--- src/rtl/tetris_score_pkg.sv ---
// Package: tetris_score_pkg
// Shared types and helpers for the score sequencer slice.
//   state_t          - sequencer state (IDLE waits for a clear event, EMIT paces pulses)
//   MAX_LINES_EVENT  - most lines a single clear event can report
//   base_points()    - base point value of a clear event, before level scaling
//   lines_legal()    - true when a clear event reports 1..MAX_LINES_EVENT lines
package tetris_score_pkg;

  localparam int MAX_LINES_EVENT = 4;

  typedef enum logic {
    IDLE = 1'b0,
    EMIT = 1'b1
  } state_t;

  function automatic logic [3:0] base_points(input logic [2:0] lines);
    logic [3:0] pts;
    case (lines)
      3'd1:    pts = 4'd1;
      3'd2:    pts = 4'd3;
      3'd3:    pts = 4'd5;
      3'd4:    pts = 4'd8;
      default: pts = 4'd0;
    endcase
    return pts;
  endfunction

  function automatic logic lines_legal(input logic [2:0] lines);
    return (lines != 3'd0) && (lines <= 3'(MAX_LINES_EVENT));
  endfunction

endpackage

--- src/rtl/score_sequencer_pulse_pacer.sv ---
// Module: pulse_pacer
// Registered strobe generator. A load makes the strobe fire in the very next cycle;
// while enabled it then fires once every PACE_CYCLES cycles. Dropping enable
// silences the strobe on the next edge and parks the counter at zero.
// Ports:
//   clk     in  system clock
//   resetn  in  synchronous active-low reset
//   load    in  start a new pulse train (fires next cycle)
//   enable  in  keep the current pulse train running
//   strobe  out registered one-cycle strobe
module pulse_pacer #(
  parameter int PACE_CYCLES = 4
) (
  input  logic clk,
  input  logic resetn,
  input  logic load,
  input  logic enable,
  output logic strobe
);

  localparam int CW = (PACE_CYCLES > 1) ? $clog2(PACE_CYCLES) : 1;
  localparam logic [CW-1:0] RELOAD = CW'(PACE_CYCLES - 1);

  logic [CW-1:0] cnt;

  // NOTE: state registers use non-blocking assignments so every flop samples
  // pre-edge values; blocking here would make results depend on statement order.
  always_ff @(posedge clk) begin
    if (!resetn) begin
      cnt    <= '0;
      strobe <= 1'b0;
    end else if (load) begin
      cnt    <= RELOAD;
      strobe <= 1'b1;
    end else if (enable) begin
      if (cnt == '0) begin
        cnt    <= RELOAD;
        strobe <= 1'b1;
      end else begin
        cnt    <= cnt - 1'b1;
        strobe <= 1'b0;
      end
    end else begin
      cnt    <= '0;
      strobe <= 1'b0;
    end
  end

endmodule

--- src/rtl/score_sequencer.sv ---
// Module: score_sequencer
// Turns playfield line-clear events into paced +1 increment pulses for the BCD
// score counter, scaling points by the current level, and tracks lines/level.
// Ports:
//   clk          in   system clock
//   resetn       in   synchronous active-low reset
//   game_active  in   high while a game runs; low aborts emission and clears level
//   clr_valid    in   clear event valid
//   clr_lines    in   lines cleared (1..4 legal; others accepted and ignored)
//   clr_ready    out  event accepted on an edge where clr_valid && clr_ready
//   inc_pulse    out  one-cycle +1 request to the score counter
//   score_clear  out  one-cycle request to zero the score counter
//   busy         out  high while pulses remain to be emitted
//   level        out  current level, saturating at MAX_LEVEL
module score_sequencer
  import tetris_score_pkg::*;
#(
  parameter int PACE_CYCLES     = 4,
  parameter int LINES_PER_LEVEL = 10,
  parameter int MAX_LEVEL       = 9
) (
  input  logic       clk,
  input  logic       resetn,
  input  logic       game_active,
  input  logic       clr_valid,
  input  logic [2:0] clr_lines,
  output logic       clr_ready,
  output logic       inc_pulse,
  output logic       score_clear,
  output logic       busy,
  output logic [3:0] level
);

  // Line count never exceeds LINES_PER_LEVEL-1 at rest, plus one event's worth on add.
  localparam int LW  = $clog2(LINES_PER_LEVEL + MAX_LINES_EVENT);
  localparam int LSW = LW + 1;
  localparam logic [LSW-1:0] LINES_WRAP = LSW'(LINES_PER_LEVEL);
  localparam logic [3:0]     LEVEL_CAP  = 4'(MAX_LEVEL);

  state_t          state;
  logic [7:0]      remaining;
  logic [LW-1:0]   line_cnt;
  logic            game_active_q;
  logic            post_reset;

  logic            accept;
  logic            legal;
  logic            last_pulse;
  logic            pacer_load;
  logic            pacer_en;
  logic [LSW-1:0]  line_sum;
  logic [7:0]      points;

  assign clr_ready  = game_active && (state == IDLE) && !score_clear;
  assign accept     = clr_valid && clr_ready;
  assign legal      = lines_legal(clr_lines);
  // Level before this event's update scales the points; 8*16 = 128 fits in 8 bits.
  assign points     = 8'(base_points(clr_lines)) * 8'({1'b0, level} + 5'd1);
  assign line_sum   = {1'b0, line_cnt} + LSW'(clr_lines);
  assign last_pulse = inc_pulse && (remaining == 8'd1);
  assign pacer_load = accept && legal;
  // Stop the pacer on the edge that ends the final pulse so PACE_CYCLES=1 cannot overrun.
  assign pacer_en   = game_active && (state == EMIT) && !last_pulse;

  pulse_pacer #(
    .PACE_CYCLES (PACE_CYCLES)
  ) u_pacer (
    .clk    (clk),
    .resetn (resetn),
    .load   (pacer_load),
    .enable (pacer_en),
    .strobe (inc_pulse)
  );

  always_ff @(posedge clk) begin
    if (!resetn) begin
      state         <= IDLE;
      busy          <= 1'b0;
      remaining     <= '0;
      level         <= '0;
      line_cnt      <= '0;
      game_active_q <= 1'b0;
      score_clear   <= 1'b0;
      post_reset    <= 1'b1;
    end else begin
      game_active_q <= game_active;
      post_reset    <= 1'b0;
      score_clear   <= post_reset || (game_active && !game_active_q);

      if (!game_active) begin
        state     <= IDLE;
        busy      <= 1'b0;
        remaining <= '0;
        level     <= '0;
        line_cnt  <= '0;
      end else begin
        case (state)
          IDLE: begin
            if (accept && legal) begin
              state     <= EMIT;
              busy      <= 1'b1;
              remaining <= points;
              if (line_sum >= LINES_WRAP) begin
                line_cnt <= LW'(line_sum - LINES_WRAP);
                if (level != LEVEL_CAP) level <= level + 4'd1;
              end else begin
                line_cnt <= LW'(line_sum);
              end
            end
          end
          EMIT: begin
            if (inc_pulse) begin
              remaining <= remaining - 8'd1;
              if (remaining == 8'd1) begin
                state <= IDLE;
                busy  <= 1'b0;
              end
            end
          end
          default: state <= IDLE;
        endcase
      end
    end
  end

endmodule

--- config.mk ---
export PLATFORM = sky130hd
export DESIGN_NAME = score_sequencer
export DESIGN_NICKNAME = d
export VERILOG_FILES = /design/src/rtl/tetris_score_pkg.sv /design/src/rtl/score_sequencer_pulse_pacer.sv /design/src/rtl/score_sequencer.sv
export SDC_FILE = /design/constraint.sdc
export NUM_CORES = 1
export LEC_CHECK = 0
export ABC_AREA = 1
export BUFFER_PORTS_ARGS = -buffer_cell sky130_fd_sc_hd__clkbuf_2
export CAP_MARGIN = 40
export CORE_MARGIN = 3
export CORE_UTILIZATION = 50
export DETAILED_ROUTE_END_ITERATION = 16
export PLACE_DENSITY_LB_ADDON = 0.12
export SYNTH_ARGS = -nofsm -noshare
export SYNTH_HDL_FRONTEND = slang
export SYNTH_SLANG_ARGS = --single-unit
export TNS_END_PERCENT = 100
--- constraint.sdc ---
create_clock -name clk -period 3.1 [get_ports clk]
set_input_delay 0.465 -clock clk [delete_from_list [all_inputs] [get_ports clk]]
set_output_delay 0.465 -clock clk [all_outputs]
set_load 0.02 [all_outputs]
Word level (Yosys, flattened, before mapping). Cells that the tools add are included.

Flip-flop bits (word level): 24. Latch bits: 0. RAM bits: 0. Memory bits (read-only): 0. Bits of input ports: 7. Output and inout port bits: 8. Word-level logic and storage cells: 69. Memories kept: 0.

Add/sub/neg operators: 6. Multipliers: 1. Div/mod/pow operators: 0. $lt $le $gt $ge: 2. Eq/ne operators: 9. Shifts and indexed selects: 0. Mux-type cells: 20. Bitwise gates (word level): 1. Reductions and logical operators: 20.

Operator list (count): 2-to-1 mux 8 bit (2); one-hot mux 4 bit (4 select lines) (1); one-hot mux 8 bit (2 select lines) (1); 2-to-1 mux 1 bit (10); logical AND 1 bit (9); equality test 8 x 1 -> 1 bit (second input constant) (1); multiplier 4 x 5 -> 8 bit (1); subtractor 8 x 1 -> 8 bit (second input constant) (1); equality test 3 x 2 -> 1 bit (second input constant) (2); 2-to-1 mux 2 bit (3); AND reduction 2 bit (3); adder 4 x 1 -> 5 bit (second input constant) (1); adder 4 x 3 -> 5 bit (1); >= comparator 5 x 4 -> 1 bit (second input constant) (1); adder 4 x 1 -> 4 bit (second input constant) (1); 2-to-1 mux 4 bit (1); inequality test 2 x 1 -> 1 bit (second input constant) (2); inequality test 4 bit (second input constant) (1); one-hot mux 1 bit (2 select lines) (2); AND reduction 4 bit (1); subtractor 4 bit (second input constant) (1); equality test 3 x 1 -> 1 bit (second input constant) (1); equality test 3 bit (second input constant) (1); less-or-equal comparator 3 bit (second input constant) (1); 8 further kinds (10).

Depth between registers and ports, before layout.
Word-level depth: 7. Gate-level depth with buffers: 19. Mapped depth without buffers: 19.

By module. Synthesis repeated with hierarchy kept, for this count alone.

Cells, all modules: 289. Area total of the unflattened synthesis: 2006.9 µm².

By module, submodules not included: score_sequencer (instances 1, cells an instance 274, area each 1885.6 µm²); pulse_pacer (instances 1, cells an instance 15, area each 121.4 µm²).

Least setup slack after synthesis. OpenSTA, ideal clock, no wires.

Kind: flip-flop to flip-flop. Start: register level[0]. End: register remaining[6]. Library setup time: 0.109 ns. Data arrival time: 3.174 ns. Slack: -0.183 ns. Cell stages (with the launch flop): 16. Path buffers: 0. Cell sequence: dfxtp_1 ha_1 xor2_1 nand2_1 fa_1 inv_1 fa_1 fa_1 nand2_1 nand2_1 a21oi_1 nor2_1 o21ai_0 nand3b_1 nand2_1 inv_1.

Word-level cells in the longest chain between the ends: 4.

Ends and longest elaborated chain: start, declared (line score_sequencer.sv:31) `output logic [3:0] level`; start signal, assigned (line score_sequencer.sv:105) `if (level != LEVEL_CAP) level <= level + 4'd1;`; adder 4 x 1 -> 5 bit (line score_sequencer.sv:58) `assign points = 8'(base_points(clr_lines)) * 8'({1'b0, level} + 5'd1);`; multiplier 4 x 5 -> 8 bit (line score_sequencer.sv:58); 2-to-1 mux 8 bit (line score_sequencer.sv:99) `if (accept && legal) begin`; one-hot mux 8 bit (2 select lines) (line score_sequencer.sv:97) `case (state)`; end signal, assigned (line score_sequencer.sv:102) `remaining <= points;`; end signal, assigned (line score_sequencer.sv:113) `remaining <= remaining - 8'd1;`; end, declared (line score_sequencer.sv:41) `logic [7:0] remaining;`.

No other way between the ends. The select of a mux whose other input is x is not followed. A chain may end at the register's enable or synchronous reset.

Worst setup path after layout. Same ends and word-level chain as after synthesis.

==> metrics.txt <==
cell leakage power 1.20 nW; setup violators final 0; routability-driven placement congestion ratio 0.887; Psw 0.000174 W; reg2reg setup slack 90 ps; CP delay by family, top adder cells; wire per inst 12.6 microns; Chip Height 69 microns; Yosys cell types 33; Synth Flop Type dfxtp_1; Yosys top cell area share 24.2%; fillers 344; first-pass GRT wire length 8000 microns; Fmax 0.332 GHz; DP Worst Slack -290 ps; total global-route track usage 19.9%; DR vias/cell 5.28; cell accounting for the most synthesized area dfxtp_1; clock root cell clkbuf_8; Buf/Inv on CP 2; CTS max path bufs 2; vias in the first global route 1,852; Critical Setup Path Class reg2reg; Clock power frac 39.9%; FF-to-FF Start level[0]$_SDFFE_PN0P_; clk_skew 7.88 ps; DR pass1 iterations 4; pin count of the biggest net entering global routing 17; Worst Reg-to-Reg Cells 15; initial antenna violation count 0; Port Buffers 14; hold endpoint post_reset$_DFF_P_; Clock transition at path regs 90 ps; cells after synthesis 280; endpoint class of the critical path flop; share of layout cells above drive strength 1 24.1%; max cap viols 0; yosys warns 0; combinational share of power 14.6%; CTS Buf Count 3; sequential cell area fraction in the yosys report 24.2%; Core ar. 3740 sq um; slowest CP cell fa_1; placed insts 358; CP Launch Type flop; r2r endpoint remaining[6]$_SDFFE_PN0P_; DR iter-0 viols 132; unrepaired setup endpoints after global routing true; worst hold start resetn; CP Cell Sequence ha_4, xor2_4, nand2_2, fa_1, inv_2, fa_2, fa_2, nand2_1, nand2_1, a21oi_2, nor2_1, o21ai_1, nand3b_1, nand2_1, inv_1; Critical Path Max Stage Delay 570 ps; P&R area growth vs syn 24.7%; Slew Viols, Final 0; largest cells by area after synthesis dfxtp_1 (24%), ha_1 (13%), nand2_1 (10%); number of antenna diodes 0; Tcrit/Tclk final 97.1%; Synth Register Bits 24; ys async rst share 0%; final non-filler cell total 364; number of enable flip-flop cells after synthesis 0; Worst Slack Setup Final 89.2 ps; Peak VDD IR 0.212 mV; Via Count 1,921; worst skew pair latency 270 ps; die footprint 4760 sq um; post-DP HPWL 3510 microns; GR Overflow Total 0; TritonCTS clock tree done; HP Class in2reg; Relative slew margins 60.2%; Final Hold Vio Count 0; pwr dens 283 nW/um^2; Starting Density 53.0%; mapped cell area 1980 sq um; cell repeated most along the worst path nand2_1; Internal 0.000525 W; hold slack 414 ps; Num Clock Sinks 24; Worst EP required 3280 ps; Antenna Nets Post-Route 0; syn_nets 315; Final Net Count 352; Worst-Margin Slew 596 ps; Top-Level Pins 15; final critical-path required period 3010 ps; Net Sw Frac 24.9%; status complete, no violations; Die Wd 69 microns; sequential share of power 45.5%; Avg Cell Area, Syn 7.09 sq um; Routed WL 4590 microns; DRC 0; row cnt 22; Crit path arrival time 3190 ps; hold depth 2; top fanout value on the critical path 5; CTS H-Tree Depth 1
[how the worst max path moves through the flow]
stage | cells after the start | slack, ps | start | endpoint
4_1_cts | 18 | -20 | clr_lines[1] | remaining[6]$_SDFFE_PN0P_
2_1_floorplan | 17 | 20 | clr_lines[0] | remaining[6]$_SDFFE_PN0P_
3_3_place_gp | 15 | -220 | clr_lines[2] | remaining[4]$_SDFFE_PN0P_
5_1_grt | 15 | -90 | level[0]$_SDFFE_PN0P_ | remaining[6]$_SDFFE_PN0P_
6_report | 15 | 90 | level[0]$_SDFFE_PN0P_ | remaining[6]$_SDFFE_PN0P_
3_5_place_dp | 18 | -290 | clr_lines[0] | remaining[6]$_SDFFE_PN0P_
[metrics by stage]
stage | TNS, ps | util (%) | instance area, sq um | power, W
6_report | 0 | 66.1 | 2470 | 0.000700
5_1_grt | -170 | 66.1 | 2470 | 0.000727
4_1_cts | -15.7 | 63.6 | 2380 | 0.000699
3_5_place_dp | -921 | 60.1 | 2250 | 0.000424
3_3_place_gp | -742 | 60.1 | 2250 | 0.000421
2_1_floorplan | 0 | - | 2000 | 0.000388
[power by group through the flow]
| stage | clock (W) | combinational (W) | sequential, W |
|---|---|---|---|
| 3_5_place_dp | 0 | 0.0000957 | 0.000328 |
| 5_1_grt | 0.000292 | 0.000115 | 0.000320 |
| 6_report | 0.000279 | 0.000102 | 0.000319 |
| 3_3_place_gp | 0 | 0.0000935 | 0.000328 |
| 4_1_cts | 0.000283 | 0.0000966 | 0.000320 |
| 2_1_floorplan | 0 | 0.0000595 | 0.000329 |
[state kept, by name, summed over array words and instances (netlist names)]
register / cells
state: 1
score_clear: 1
post_reset: 1
remaining: 8
u_pacer.cnt: 2
busy: 1
line_cnt: 4
game_active_q: 1
u_pacer.strobe: 1
level: 4
[area by class of cell]
type	count	area (sq um)	area share (%)
clock inverter	1	30.0	1.21
timing repair buffer	35	228	9.21
sequential	24	492	19.9
inverter	46	173	6.98
multi-input combinational	207	1450	58.6
tap	48	60.1	2.43
clock buffer	3	41.3	1.67
[cell usage after synthesis, types with 2 or more instances]
master,n
a21oi_2,2
a31oi_1,2
nand2_1,54
o21ai_0,19
nor3_1,4
a21oi_1,15
dfxtp_1,24
nand3_1,22
o21ai_1,2
fa_1,7
xor2_1,4
nand4_1,10
ha_1,21
nor2_1,30
inv_1,46
[metal layers]
metal / up-vias / routed length, microns / track usage [%]
met3: 8 / 190 / 2.19
li1: 983 / - / -
met5: - / 0 / 0
met1: 867 / 2110 / 26.5
met4: 0 / 71 / 6.29
met2: 63 / 2220 / 33.6
[kinds of logic (layout without fill, tap and decap cells)]
logic type,after synthesis,after routing,share of synthesized area [%]
AND/OR/NAND/NOR,129,129,30.8
flip-flops,24,24,24.2
buffers and inverters,49,85,9.71
XOR/XNOR,4,4,1.77
AO/OA/AOI/OAI,46,46,13.2
adder cells (fa/ha/maj),28,28,20.3
[layout by cell type (no fill, tap or decap), types with 2 or more instances in the layout]
| cell | synthesis | routed |
|---|---|---|
| xor2_2 | 0 | 2 |
| o21ai_0 | 19 | 15 |
| fa_2 | 0 | 2 |
| a21oi_2 | 2 | 3 |
| inv_1 | 46 | 43 |
| o21ai_1 | 2 | 5 |
| o21ai_2 | 1 | 2 |
| buf_4 | 0 | 21 |
| nor2_1 | 30 | 27 |
| dfxtp_4 | 0 | 3 |
| fa_1 | 7 | 5 |
| inv_2 | 0 | 3 |
| nand4_1 | 10 | 10 |
| nand3_1 | 22 | 21 |
| nand2_1 | 54 | 49 |
| clkbuf_2 | 0 | 13 |
| ha_1 | 21 | 16 |
| clkbuf_8 | 0 | 3 |
| nor3_1 | 4 | 4 |
| nand2_2 | 1 | 6 |
| nor2_2 | 0 | 2 |
| nor2_4 | 1 | 2 |
| a21oi_1 | 15 | 14 |
| a31oi_1 | 2 | 2 |
| ha_4 | 0 | 5 |
| dfxtp_1 | 24 | 21 |
[what timing repair did]
action / CTS / global route
hold buffers: 0 / 0
setup endpoints to repair: 4 / 4
setup buffers: 1 / 1
pin swaps: 3 / 11
cloned: 0 / 0
gates resized for setup: 10 / 23
Note: power is estimated with default switching activity, not from simulation.
